<file path="config.mk">
export PLATFORM = sky130hd
export DESIGN_NAME = split_frame_length_flat
export DESIGN_NICKNAME = d
export VERILOG_FILES = /design/src/rtl/split_frame_length_if.sv /design/src/rtl/split_frame_length.sv /design/src/flat_wrapper.sv
export SDC_FILE = /design/constraint.sdc
export NUM_CORES = 1
export LEC_CHECK = 0
export CORE_UTILIZATION = 46
export CTS_CLUSTER_SIZE = 14
export DETAILED_ROUTE_END_ITERATION = 7
export GPL_ROUTABILITY_DRIVEN = 0
export HOLD_SLACK_MARGIN = 0.02
export PLACE_DENSITY = 0.76
export SLEW_MARGIN = 10
export SYNTH_ARGS = -nofsm -noshare
export SYNTH_HDL_FRONTEND = slang
export SYNTH_SLANG_ARGS = --single-unit
</file>
<file path="constraint.sdc">
create_clock -name clk -period 2.1 [get_ports clk]
set_clock_uncertainty 0.15 [all_clocks]
set_input_delay 0.315 -clock clk [delete_from_list [all_inputs] [get_ports clk]]
set_output_delay 0.315 -clock clk [all_outputs]
set_load 0.005 [all_outputs]
</file>
<file path="src/rtl/split_frame_length_if.sv">
`default_nettype none
// ============================================================================
//  Module      : split_frame_length_if
//  Description : AXI4-Stream style beat interface (data, valid, ready, last)
//                with master/slave views for the frame-length splitter.
//  Revision    : 1.0  initial release
// ============================================================================
interface split_frame_length_if #(
   parameter int DATA_WIDTH = 8
) ();
   logic [DATA_WIDTH-1:0] tdata;
   logic                  tvalid;
   logic                  tready;
   logic                  tlast;

   // Source side of a stream
   modport master (
      output tdata,
      output tvalid,
      output tlast,
      input  tready
   );

   // Sink side of a stream
   modport slave (
      input  tdata,
      input  tvalid,
      input  tlast,
      output tready
   );
endinterface
`default_nettype wire

</file>
<file path="src/rtl/split_frame_length.sv">
`default_nettype none
// ============================================================================
//  Module      : split_frame_length
//  Description : Splits [frame length header][frame] on one stream into a
//                header-only stream and a frame-only stream. Zero-latency
//                routing selected by registered state; also captures the
//                header value and checks the frame beat count against it.
//  Revision    : 1.0  initial release
// ============================================================================
module split_frame_length #(
   parameter int DATA_WIDTH         = 8,
   parameter int FRAME_LENGTH_WIDTH = 16,
   parameter int BEAT_COUNTER_WIDTH = 16
) (
   input  logic                          clk,
   input  logic                          rstn,
   split_frame_length_if.slave           s_axis,
   split_frame_length_if.master          m_axis_frame_length,
   split_frame_length_if.master          m_axis,
   output logic [FRAME_LENGTH_WIDTH-1:0] frame_length,
   output logic                          header_error,
   output logic                          length_error
);

   // Number of header beats and derived widths
   localparam int HB  = FRAME_LENGTH_WIDTH / DATA_WIDTH;
   localparam int HCW = (HB > 1) ? $clog2(HB) : 1;
   localparam int BPB = DATA_WIDTH / 8;
   // Comparison width wide enough for both the counter+1 and the rounded length
   localparam int CW  = ((BEAT_COUNTER_WIDTH > FRAME_LENGTH_WIDTH) ?
                         BEAT_COUNTER_WIDTH : FRAME_LENGTH_WIDTH) + 1;

   localparam logic [HCW-1:0]                HDR_LAST = HCW'(HB - 1);
   localparam logic [BEAT_COUNTER_WIDTH-1:0] BEAT_MAX = '1;

   localparam logic [0:0] ST_HEADER = 1'b0;
   localparam logic [0:0] ST_FRAME  = 1'b1;

   logic [0:0]                    state_q,        state_d;
   logic [HCW-1:0]                hdr_cnt_q,      hdr_cnt_d;
   logic [BEAT_COUNTER_WIDTH-1:0] beat_cnt_q,     beat_cnt_d;
   logic [FRAME_LENGTH_WIDTH-1:0] hdr_shadow_q,   hdr_shadow_d;
   logic [FRAME_LENGTH_WIDTH-1:0] frame_length_q, frame_length_d;
   logic                          header_error_q, header_error_d;
   logic                          length_error_q, length_error_d;

   logic          hs_hdr;
   logic          hs_frm;
   logic [CW-1:0] expected_beats;
   logic [CW-1:0] beat_cnt_next;
   logic          beat_sat;

   // Handshakes on whichever output the current state selects
   assign hs_hdr = rstn && (state_q == ST_HEADER) && s_axis.tvalid
                   && m_axis_frame_length.tready;
   assign hs_frm = rstn && (state_q == ST_FRAME) && s_axis.tvalid
                   && m_axis.tready;

   // Header is a byte count; a partially filled last beat still counts as a beat
   assign expected_beats = (CW'(frame_length_q) + CW'(BPB - 1)) / CW'(BPB);
   assign beat_cnt_next  = CW'(beat_cnt_q) + CW'(1);
   assign beat_sat       = (beat_cnt_q == BEAT_MAX);

   // State register: all flops, synchronous active-low reset
   always_ff @(posedge clk) begin
      if (!rstn) begin
         state_q        <= ST_HEADER;
         hdr_cnt_q      <= '0;
         beat_cnt_q     <= '0;
         hdr_shadow_q   <= '0;
         frame_length_q <= '0;
         header_error_q <= 1'b0;
         length_error_q <= 1'b0;
      end else begin
         state_q        <= state_d;
         hdr_cnt_q      <= hdr_cnt_d;
         beat_cnt_q     <= beat_cnt_d;
         hdr_shadow_q   <= hdr_shadow_d;
         frame_length_q <= frame_length_d;
         header_error_q <= header_error_d;
         length_error_q <= length_error_d;
      end
   end

   // Next-state: header assembly, frame beat counting and error detection
   always_comb begin
      state_d        = state_q;
      hdr_cnt_d      = hdr_cnt_q;
      beat_cnt_d     = beat_cnt_q;
      hdr_shadow_d   = hdr_shadow_q;
      frame_length_d = frame_length_q;
      header_error_d = 1'b0;
      length_error_d = 1'b0;
      case (state_q)
         ST_HEADER: begin
            if (hs_hdr) begin
               hdr_shadow_d[hdr_cnt_q*DATA_WIDTH +: DATA_WIDTH] = s_axis.tdata;
               if (s_axis.tlast) begin
                  // Truncated header: drop it and resynchronise on the next beat
                  header_error_d = 1'b1;
                  hdr_cnt_d      = '0;
               end else if (hdr_cnt_q == HDR_LAST) begin
                  frame_length_d = hdr_shadow_d;
                  hdr_cnt_d      = '0;
                  beat_cnt_d     = '0;
                  state_d        = ST_FRAME;
               end else begin
                  hdr_cnt_d = hdr_cnt_q + 1'b1;
               end
            end
         end
         default: begin
            if (hs_frm) begin
               if (!beat_sat) begin
                  beat_cnt_d = beat_cnt_q + 1'b1;
               end
               if (s_axis.tlast) begin
                  // A saturated counter can no longer prove the count matched
                  length_error_d = beat_sat || (beat_cnt_next != expected_beats);
                  state_d        = ST_HEADER;
                  hdr_cnt_d      = '0;
               end
            end
         end
      endcase
   end

   // Output routing: pass-through steered by state, everything gated in reset
   always_comb begin
      m_axis_frame_length.tdata  = s_axis.tdata;
      m_axis_frame_length.tlast  = (hdr_cnt_q == HDR_LAST) || s_axis.tlast;
      m_axis_frame_length.tvalid = 1'b0;
      m_axis.tdata               = s_axis.tdata;
      m_axis.tlast               = s_axis.tlast;
      m_axis.tvalid              = 1'b0;
      s_axis.tready              = 1'b0;
      if (rstn) begin
         if (state_q == ST_HEADER) begin
            m_axis_frame_length.tvalid = s_axis.tvalid;
            s_axis.tready              = m_axis_frame_length.tready;
         end else begin
            m_axis.tvalid = s_axis.tvalid;
            s_axis.tready = m_axis.tready;
         end
      end
   end

   assign frame_length = frame_length_q;
   assign header_error = header_error_q;
   assign length_error = length_error_q;

endmodule
`default_nettype wire

</file>
<file path="src/flat_wrapper.sv">
// flat-port wrapper written by rule: the top's interface ports become plain ports
module split_frame_length_flat 
#(
   parameter int DATA_WIDTH         = 8,
   parameter int FRAME_LENGTH_WIDTH = 16,
   parameter int BEAT_COUNTER_WIDTH = 16
)
  (clk, rstn, frame_length, header_error, length_error, s_axis_tdata, s_axis_tvalid, s_axis_tlast, s_axis_tready, m_axis_frame_length_tdata, m_axis_frame_length_tvalid, m_axis_frame_length_tlast, m_axis_frame_length_tready, m_axis_tdata, m_axis_tvalid, m_axis_tlast, m_axis_tready);
  split_frame_length_if #(.DATA_WIDTH(DATA_WIDTH)) s_axis_i ();
  split_frame_length_if #(.DATA_WIDTH(DATA_WIDTH)) m_axis_frame_length_i ();
  split_frame_length_if #(.DATA_WIDTH(DATA_WIDTH)) m_axis_i ();
  input  logic clk;
  input  logic rstn;
  output logic [FRAME_LENGTH_WIDTH-1:0] frame_length;
  output logic header_error;
  output logic length_error;
  input wire logic [$bits(s_axis_i.tdata)-1:0] s_axis_tdata;
  input wire logic [$bits(s_axis_i.tvalid)-1:0] s_axis_tvalid;
  input wire logic [$bits(s_axis_i.tlast)-1:0] s_axis_tlast;
  output wire logic [$bits(s_axis_i.tready)-1:0] s_axis_tready;
  output wire logic [$bits(m_axis_frame_length_i.tdata)-1:0] m_axis_frame_length_tdata;
  output wire logic [$bits(m_axis_frame_length_i.tvalid)-1:0] m_axis_frame_length_tvalid;
  output wire logic [$bits(m_axis_frame_length_i.tlast)-1:0] m_axis_frame_length_tlast;
  input wire logic [$bits(m_axis_frame_length_i.tready)-1:0] m_axis_frame_length_tready;
  output wire logic [$bits(m_axis_i.tdata)-1:0] m_axis_tdata;
  output wire logic [$bits(m_axis_i.tvalid)-1:0] m_axis_tvalid;
  output wire logic [$bits(m_axis_i.tlast)-1:0] m_axis_tlast;
  input wire logic [$bits(m_axis_i.tready)-1:0] m_axis_tready;
  assign s_axis_i.tdata = s_axis_tdata;
  assign s_axis_i.tvalid = s_axis_tvalid;
  assign s_axis_i.tlast = s_axis_tlast;
  assign s_axis_tready = s_axis_i.tready;
  assign m_axis_frame_length_tdata = m_axis_frame_length_i.tdata;
  assign m_axis_frame_length_tvalid = m_axis_frame_length_i.tvalid;
  assign m_axis_frame_length_tlast = m_axis_frame_length_i.tlast;
  assign m_axis_frame_length_i.tready = m_axis_frame_length_tready;
  assign m_axis_tdata = m_axis_i.tdata;
  assign m_axis_tvalid = m_axis_i.tvalid;
  assign m_axis_tlast = m_axis_i.tlast;
  assign m_axis_i.tready = m_axis_tready;
  split_frame_length #(.DATA_WIDTH(DATA_WIDTH), .FRAME_LENGTH_WIDTH(FRAME_LENGTH_WIDTH), .BEAT_COUNTER_WIDTH(BEAT_COUNTER_WIDTH)) u_core (.clk(clk), .rstn(rstn), .s_axis(s_axis_i), .m_axis_frame_length(m_axis_frame_length_i), .m_axis(m_axis_i), .frame_length(frame_length), .header_error(header_error), .length_error(length_error));
endmodule
</file>
==> run summary, run 1 <==
Max cap viols -> 0
H-tree levels -> 2
DIE AREA -> 0.005982 mm2
I/O Buffers -> 52
Post-synthesis register bit count -> 44
ANT cells -> 0
Status -> complete, no violations
Crit path kind -> in -> out
Vias/cell -> 5.645
GRT Total Usage -> 25.16%
Slew margin rel. -> 75.18%
CTS max path bufs -> 2
Unrepaired setup endpoints after global routing -> yes
# DRC -> 0
Final Instance Count excl. Fillers -> 468
Hold-fix buffers, CTS -> 0
Synth top area cells -> dfxtp_1 (34%), nand2_1 (6.9%), a21boi_0 (5.5%)
Total routed wirelength -> 7533 um
Drt initial violations -> 224
Worst-path clk slew -> 0.08 ns
Post-placement cell count -> 457
Mapped Area -> 0.002611 mm2
Leakage power -> 0.001331 uW
Achievable Freq -> 0.4862 GHz
DP HPWL -> 5264 um
Pwr dens -> 520.2 mW/mm2
First-pass GRT wire length -> 11990 um
Crit start category -> input pin
Sequential area share after synthesis -> 33.73%
CP Launch Point -> m_axis_tready
Worst setup EP type -> output pin
Share of layout cells above drive strength 1 -> 19.44%
WL per Instance -> 16.10 um
TritonCTS clock tree -> built
Final hold violations -> 0
Initial Util -> 47.71%
Register area -> 885.9 um2
Vias in the first global route -> 2453
Syn avg cell area -> 8.109 um2
Cell taking the most area after synthesis -> dfxtp_1
Top cell type's share of synthesized area -> 33.73%
Die Y -> 77.35 um
Post-synth EDFFs -> 0
Hold path startpoint -> u_core.hdr_shadow_q[0]$_SDFFE_PN0P_
Area Growth Syn to Fin -> 38.14%
Worst EP arrival -> 1.59 ns
Max Transition Viols Final -> 0
CP Max Fanout -> 3
Post-route ant nets -> 0
Die W -> 77.35 um
Clock sinks -> 44
Setup Viol. Count Final -> 0
Remaining global-route overflow -> 0
Net count after synthesis -> 337
Core area -> 0.005473 mm2
Worst Max-Slew Pin Slew -> 0.3695 ns
Reg2Reg Launch Point -> u_core.beat_cnt_q[0]$_SDFFE_PN0P_
Yosys cell types -> 50
Dpl ws -> -0.1224 ns
CTS Buf Count -> 5
Maximum VDD drop -> 0.3908 mV
Synth cell count leaders -> nand2_1 (48), dfxtp_1 (44), a21boi_0 (19)
Largest net degree at the start of global routing -> 43
Root buffer cell -> clkbuf_8
Most common cell in the synthesized netlist -> nand2_1
Final WS setup -> 0.04313 ns
Gate Count Post-Synth -> 322
Final cycle utilization of the critical path -> 97.95%
DRT Pass-1 Iters -> 6
Yosys warnings -> 0
Worst min path class -> reg -> reg
Layout Nets -> 410
Area of the multi-input gates -> 0.001523 mm2
Initial antenna violation count -> 0
Via count -> 2642
WP data required -> 1.63 ns
Fill count -> 454
Post-synth ARST share -> 0%
Top-Level Pins -> 53
Ys flop type -> dfxtp_1
Clk Latency, worst-skew pair -> 0.30 ns
Minimum clock period -> 2.057 ns
Row count -> 27
## logic make-up after synthesis
kind of cell / after synthesis / synth area share, %
simple gates: 131 / 26.50
flops: 44 / 33.73
buf+inv: 39 / 8.864
fa+ha+maj: 1 / 0.4791
compound gates: 79 / 20.60
mux: 9 / 3.450
xor+xnor: 19 / 6.373
## state kept, by name, summed over array words and instances, names as in the netlist
| signal | cells |
|---|---|
| u_core.beat_cnt_q | 16 |
| u_core.frame_length | 16 |
| u_core.hdr_shadow_q | 8 |
| u_core.hdr_cnt_q | 1 |
| u_core.header_error | 1 |
| u_core.length_error | 1 |
| u_core.state_q | 1 |
## cell type report
class / count / area share [%]
Timing Repair Buffer: 103 / 26.12
Sequential cell: 44 / 24.56
Clock buffer: 5 / 1.908
Tap cell: 72 / 2.497
Multi-Input combinational cell: 239 / 42.21
Inverter: 2 / 0.2081
Clock inverter: 3 / 2.497
## power breakdown
part           leakage (uW)  switching [uW]  internal (uW)  total, uW
sequential         0.000357            5.54            841        847
clock             0.0000784             301            595        896
combinational      0.000895            49.9           83.7        134
## final timing paths
path	cells past startpoint	slack, ns	endpoint
worst min register to register	2	0.32	u_core.frame_length[0]$_SDFFE_PN0P_
worst max register to register	7	0.05	u_core.length_error$_SDFF_PN0_
worst min-delay path	2	0.32	u_core.frame_length[0]$_SDFFE_PN0P_
worst max-delay path	4	0.04	s_axis_tready
## metal layers
metal / wire length (um) / share of wire, % / global-route usage, % / vias to the layer above
met5: 0 / 0 / 0 / -
met4: 248 / 3.3 / 10.00 / 0
met3: 438 / 5.8 / 4.588 / 30
met2: 3570 / 47 / 40.97 / 118
met1: 3276 / 43 / 32.75 / 1235
li1: - / - / - / 1259
## per-stage QoR
| step | setup TNS [ns] | area [um2] | hold WS (ns) | total power [uW] | util (%) |
|---|---|---|---|---|---|
| after floorplan | 0 | 2611 | 0.2903 | 934.1 | - |
| after global placement | -0.1900 | 3383 | 0.2979 | 996.5 | 61.82 |
| after detailed placement | -0.6296 | 3383 | 0.3093 | 999.3 | 61.82 |
| after CTS | 0 | 3558 | 0.3214 | 1887 | 65.02 |
| after global routing | -0.04891 | 3607 | 0.3336 | 1932 | 65.91 |
| final | 0 | 3607 | 0.3183 | 1876 | 65.91 |
## worst max-delay path, cell delays in order
cell and delay (ns):
clkdlybuf4s50_1 0.52, mux2i_1 0.12, nor2b_1 0.12, clkdlybuf4s50_1 0.51
## placed cells by master, fill, tap and decap left out, drive strengths merged, types with 2 or more instances in the layout
cell type / count
nand2: 48
mux2i: 9
clkdlybuf4s50: 51
o21a: 5
xnor2: 13
o21ai: 17
clkbuf: 5
nand3: 13
and2: 2
and4: 3
nor3: 4
bufinv: 3
o22ai: 2
a21oi: 15
inv: 2
and3: 3
nand3b: 3
or2: 2
nor2b: 12
or3: 11
buf: 51
dfxtp: 44
nor4: 4
nor2: 18
and4b: 2
xor2: 6
nand4: 4
a21boi: 26
a31oi: 3
## what timing repair did
item                       CTS  global route
gates resized for setup      1            16
setup endpoints to repair   14            14
buffers inserted             2             1
pin swaps                    1             1
(Power assumes the default switching activity.)
==> inputs of run 2 (changes only) <==
- REMOVE_ABC_BUFFERS: unset -> 1
==> run 2 against run 1 <==
Clock power decreased by 25%. Final area decreased by 1.9%. Die area unchanged. Critical endpoint is now u_core.length_error$_SDFF_PN0_. Largest power group is now registers. Highest routed layer unchanged.
==> run summary, run 2 (same netlist as run 1, synthesis figures left out) <==
Status -> complete, no violations
Busiest grt layer -> met2
Area Growth Syn to Fin -> 35.46%
Crit start category -> register
Crit-path cells -> buf_4, and3_2, nand3_1, or3_4, a221oi_2, and4b_1, a31oi_1
WL per Instance -> 15.88 um (-1.4%)
Initial Util -> 47.71% (unchanged)
Area of the multi-input gates -> 0.001534 mm2 (+0.74%)
Worst setup EP type -> register
CP Max Fanout -> 4 (+1)
Crit path kind -> reg -> reg
Worst-path clk slew -> 0.09 ns (about the same)
# DRC -> 0 (unchanged)
I/O Buffers -> 52 (unchanged)
Die W -> 77.35 um (unchanged)
Fill count -> 475 (+4.6%)
Layout Nets -> 406 (-0.98%)
Met2 usage in global routing -> 41.06% (+0.088 points)
Vias in the first global route -> 2460 (+0.29%)
Core area -> 0.005473 mm2 (unchanged)
Worst Max-Slew Pin Slew -> 0.4792 ns (+0.1097 ns)
Vias/cell -> 5.595 (-0.89%)
Total routed wirelength -> 7366 um (-2.2%)
Slowest CP cell -> dfxtp_2
Slew margin rel. -> 67.76% (-7.4 points)
CP bufs+invs -> 1 (-1)
Clock sinks -> 44 (unchanged)
GR met3 Demand/Resource -> 4.000% (-0.59 points)
Drt initial violations -> 189 (-16%)
Via count -> 2596 (-1.7%)
Maximum VDD drop -> 0.4498 mV (+15%)
Register area -> 888.4 um2 (+0.28%)
Max cap viols -> 0 (unchanged)
Worst EP arrival -> 2.09 ns (+0.50 ns)
Hold-fix buffers, CTS -> 0 (unchanged)
Post-route ant nets -> 0 (unchanged)
WP data required -> 2.14 ns (+0.51 ns)
Final hold violations -> 0 (unchanged)
Final cycle utilization of the critical path -> 97.58% (-0.36 points)
Root buffer cell -> clkbuf_8
Commonest non-fill, non-tap cell in the layout -> clkdlybuf4s50_1
Worst min path class -> reg -> reg
Unrepaired setup endpoints after global routing -> yes
Minimum clock period -> 2.049 ns (-0.007585 ns)
Crit-path leading delay family -> simple AND/OR/NAND/NOR gates
Clk Latency, worst-skew pair -> 0.30 ns (about the same)
First-pass GRT wire length -> 11650 um (-2.8%)
Setup Viol. Count Final -> 0 (unchanged)
H-tree levels -> 2 (unchanged)
Row count -> 27 (unchanged)
Met1 Resource Use GR -> 32.19% (-0.56 points)
DP HPWL -> 5137 um (-2.4%)
Die Y -> 77.35 um (unchanged)
Initial antenna violation count -> 0 (unchanged)
Max Transition Viols Final -> 0 (unchanged)
DIE AREA -> 0.005982 mm2 (unchanged)
Top-Level Pins -> 53 (unchanged)
DRT Pass-1 Iters -> 5 (-1)
Remaining global-route overflow -> 0 (unchanged)
Hold slack final -> 0.3249 ns (+0.006567 ns)
TritonCTS clock tree -> built
Most frequent cells in the layout -> clkdlybuf4s50_1 (51), nand2_1 (48), buf_4 (43)
Pwr dens -> 469.3 mW/mm2 (-9.8%)
Final core occ -> 64.63% (-1.3 points)
GRT Total Usage -> 24.32% (-0.85 points)
Achievable Freq -> 0.4880 GHz (+0.37%)
Leakage power -> 0.001283 uW (-3.6%)
CTS max path bufs -> 2 (unchanged)
Largest net degree at the start of global routing -> 41 (-4.7%)
ANT cells -> 0 (unchanged)
Share of layout cells above drive strength 1 -> 19.39% (-0.057 points)
Largest stage delay on the critical path -> 0.36 ns (-0.16 ns)
CTS Buf Count -> 5 (unchanged)
Setup_tns -> 0 ns (unchanged)
-- run 2: per-stage QoR --
step | cell area, um2 | total power [uW] | cells | setup slack, ns
floorplan | 2387 | 897.1 | 285 | -0.4067
global placement | 3373 | 1003 | 454 | -0.05537
detailed placement | 3373 | 1004 | 454 | -0.08176
CTS | 3491 | 1667 | 462 | 0.0006708
global route | 3537 | 1719 | 464 | -0.01214
finish | 3537 | 1660 | 464 | 0.05072
-- run 2: area by class of cell --
class | count | area share, %
sequential | 44 | 25.11
clock inverter | 3 | 1.309
timing repair buffer | 98 | 25.50
tap | 72 | 2.547
clock buffer | 5 | 1.946
multi-input combinational | 240 | 43.37
inverter | 2 | 0.2122
-- run 2: final timing paths --
check | end | depth (start not counted) | slack, ns | from
setup reg to reg | u_core.length_error$_SDFF_PN0_ | 7 | 0.05 | u_core.beat_cnt_q[6]$_SDFFE_PN0P_
setup / recovery | u_core.length_error$_SDFF_PN0_ | 7 | 0.05 | u_core.beat_cnt_q[6]$_SDFFE_PN0P_
hold reg to reg | u_core.frame_length[0]$_SDFFE_PN0P_ | 2 | 0.32 | u_core.hdr_shadow_q[0]$_SDFFE_PN0P_
hold / removal | u_core.frame_length[0]$_SDFFE_PN0P_ | 2 | 0.32 | u_core.hdr_shadow_q[0]$_SDFFE_PN0P_
-- run 2: report_power, final --
group | switching [uW] | internal, uW
Combinational | 51.9 | 86.9
Sequential | 5.30 | 841
Clock | 316 | 359
-- run 2: tightest hold or removal path: stages, from the launching register on --
cell	delay (ns)
dfxtp_1	0.32
nand2_1	0.05
a21boi_0	0.06
-- run 2: routing by layer --
| layer | part of all wire [%] | vias up |
|---|---|---|
| met5 | 0 | - |
| met4 | 1.2 | 0 |
| met3 | 5.7 | 13 |
| met2 | 47 | 100 |
| met1 | 46 | 1232 |
| li1 | - | 1251 |
-- run 2: repair_timing --
action                                  in CTS  in global routing
pin swaps                                    3                  5
setup buffers                                0                  1
endpoints found under the setup margin       9                 16
hold endpoints to repair                     0                  0
cloned                                       0                  1
resized for setup                            4                 13
==> inputs of run 3 (changes only) <==
- CORE_UTILIZATION: 46 -> 50
- DONT_BUFFER_PORTS: unset -> 1
- PLACE_DENSITY: 0.76 -> 0.68
- TNS_END_PERCENT: unset -> 10
==> run 3 against run 2 <==
Cell count is 13% lower. Clock-buffer cell count is 1 higher. Core utilization is 2.9 points lower. Non-clock buffer count is 53 lower. Combinational power is 53% lower. Total power is 10% lower. Critical path depth stayed put. Global-route usage is 2.3 points higher. Clock power is 13% lower. Flip-flop and latch count stayed put. Final area is 15% lower. Sequential power hardly changed. Critical path type unchanged. Highest routed layer unchanged.
==> run summary, run 3 (same netlist as run 1, synthesis figures left out) <==
CTS Buf Count -> 5 (unchanged)
Crit-path leading delay family -> simple AND/OR/NAND/NOR gates
TritonCTS clock tree -> built
Most frequent cells in the layout -> nand2_1 (48), buf_4 (35), dfxtp_1 (33)
Crit-path cells -> nand4_1, buf_4, or4_4, nand3b_1, o2111ai_2, and4b_1, a31oi_1
Clk pwr share -> 39.1% (-1.6 points)
Initial antenna violation count -> 0 (unchanged)
Slowest CP cell -> or4_4
Via count -> 2342 (-9.8%)
Pwr dens -> 495.9 mW/mm2 (+5.7%)
Max layer used -> met4
Remaining global-route overflow -> 0 (unchanged)
Setup Viol. Count Final -> 0 (unchanged)
Gate power share -> 4.3% (-4.1 points)
Max Transition Viols Final -> 0 (unchanged)
Die W -> 74.27 um (-4.0%)
Worst Max-Slew Pin Slew -> 0.3652 ns (-0.1139 ns)
DRT Pass-1 Iters -> 4 (-1)
Clk Latency, worst-skew pair -> 0.31 ns (about the same)
Leakage power -> 0.001062 uW (-17%)
Worst-path clk slew -> 0.09 ns (about the same)
Crit path kind -> reg -> reg
H-tree levels -> 2 (unchanged)
Final hold violations -> 0 (unchanged)
Flop2flop setup slack -> 0.0008 ns (-0.05 ns)
First-pass GRT wire length -> 10900 um (-6.5%)
Maximum VDD drop -> 0.4758 mV (+5.8%)
Achievable Freq -> 0.4764 GHz (-2.4%)
Share of layout cells above drive strength 1 -> 21.30% (+1.9 points)
Crit start category -> register
WL per Instance -> 16.95 um (+6.7%)
Final core occ -> 61.74% (-2.9 points)
Minimum clock period -> 2.099 ns (+0.04992 ns)
# DRC -> 0 (unchanged)
Largest net degree at the start of global routing -> 42 (+2.4%)
Worst min path class -> in -> reg
Fill count -> 449 (-5.5%)
Layout Nets -> 352 (-13%)
Crit. path cell count -> 7 (unchanged)
DP HPWL -> 4700 um (-8.5%)
I/O Buffers -> 0 (-100%)
Clock sinks -> 44 (unchanged)
Worst EP arrival -> 2.15 ns (+0.06 ns)
Root buffer cell -> clkbuf_8
Vias in the first global route -> 2255 (-8.3%)
Initial Util -> 53.51% (+5.8 points)
GRT Total Usage -> 26.61% (+2.3 points)
ANT cells -> 0 (unchanged)
Total routed wirelength -> 6863 um (-6.8%)
Top-Level Pins -> 53 (unchanged)
Area Growth Syn to Fin -> 15.38%
Worst R2R End -> u_core.length_error$_SDFF_PN0_
Reg2Reg Launch Point -> u_core.beat_cnt_q[4]$_SDFFE_PN0P_
Post-route ant nets -> 0 (unchanged)
Placed Area -> 0.002681 mm2 (-21%)
Status -> complete, no violations
Drt initial violations -> 191 (+1.1%)
Crit path to -> u_core.length_error$_SDFF_PN0_
Die Y -> 74.27 um (-4.0%)
CTS max path bufs -> 2 (unchanged)
Sequential share of power -> 56.6% (+5.6 points)
Hold path depth -> 2 (unchanged)
Unrepaired setup endpoints after global routing -> yes
WP data required -> 2.15 ns (about the same)
Reg2Reg Depth -> 7 (unchanged)
Met2 Wirelength -> 3266 um (-6.3%)
Row count -> 25 (-7.4%)
CP bufs+invs -> 1 (unchanged)
Final Instance Count excl. Fillers -> 405 (-13%)
WL met3 -> 583 um (+39%)
CP Launch Point -> u_core.beat_cnt_q[4]$_SDFFE_PN0P_
Slew margin rel. -> 75.47% (+7.7 points)
Max cap viols -> 0 (unchanged)
Net Sw Frac -> 23.51% (+1.0 points)
Final Cell Area -> 0.003013 mm2 (-15%)
Vias/cell -> 5.783 (+3.4%)
CP Max Fanout -> 4 (unchanged)
Worst setup EP type -> register
Largest stage delay on the critical path -> 0.51 ns (+0.15 ns)
Core area -> 0.004880 mm2 (-11%)
Commonest non-fill, non-tap cell in the layout -> nand2_1
Final cycle utilization of the critical path -> 99.96% (+2.4 points)
DIE AREA -> 0.005515 mm2 (-7.8%)
M1 wire length -> 2926 um (-13%)
Sw power -> 351.3 uW (-5.9%)
Post-placement cell count -> 380 (-16%)
Pint -> 1143 uW (-11%)
run 3: cell type report:
cell class              instances  area [um2]  area share [%]
inverters                       2       7.507          0.2492
repair buffers                 45       374.1           12.42
clock inverters                 2       15.01          0.4983
well taps                      67       83.83           2.782
multi-input cells             239        1553           51.54
flip-flops and latches         44       897.1           29.78
clock buffers                   6       82.58           2.741
run 3: timing repair:
action | in CTS | in global routing
hold buffers | 8 | 1
buffers inserted | 2 | 6
endpoints found under the setup margin | 1 | 14
gates cloned | 0 | 0
resized for setup | 6 | 18
pin swaps | 1 | 4
hold endpoints to repair | 42 | 1
run 3: stage by stage:
stage	hold slack, ns	setup WS (ns)	power (uW)	TNS, ns
6_report	0.02718	0.0008045	1494	0
5_1_grt	0.03007	-0.05374	1552	-0.06877
4_1_cts	0.02014	0.0005047	1508	0
3_5_place_dp	0.2911	-0.08211	905.1	-0.08211
3_3_place_gp	0.2887	-0.05502	904.0	-0.05502
2_1_floorplan	0.2827	-0.4067	897.1	-5.297
run 3: how the worst min path moves through the flow:
| stage | from | end | slack (ns) |
|---|---|---|---|
| CTS | s_axis_tlast | u_core.length_error$_SDFF_PN0_ | 0.02 |
| finish | s_axis_tdata[4] | u_core.hdr_shadow_q[4]$_SDFFE_PN0P_ | 0.03 |
| global route | s_axis_tdata[4] | u_core.hdr_shadow_q[4]$_SDFFE_PN0P_ | 0.03 |
| global placement | rstn | u_core.beat_cnt_q[12]$_SDFFE_PN0P_ | 0.29 |
| floorplan | rstn | u_core.beat_cnt_q[12]$_SDFFE_PN0P_ | 0.28 |
| detailed placement | rstn | u_core.beat_cnt_q[12]$_SDFFE_PN0P_ | 0.29 |
run 3: per-layer routing:
metal,vias to the layer above,track usage [%]
met4,0,10.27
met2,76,43.13
met1,1117,33.89
met5,-,0
li1,1138,-
met3,11,7.046
run 3: power by group through the flow:
stage / Clock (uW) / Sequential, uW / Combinational (uW)
finish: 584 / 845 / 64.9
global route: 636 / 846 / 70.0
CTS: 598 / 847 / 63.4
detailed placement: 0 / 866 / 38.9
global placement: 0 / 866 / 38.3
floorplan: 0 / 865 / 32.3
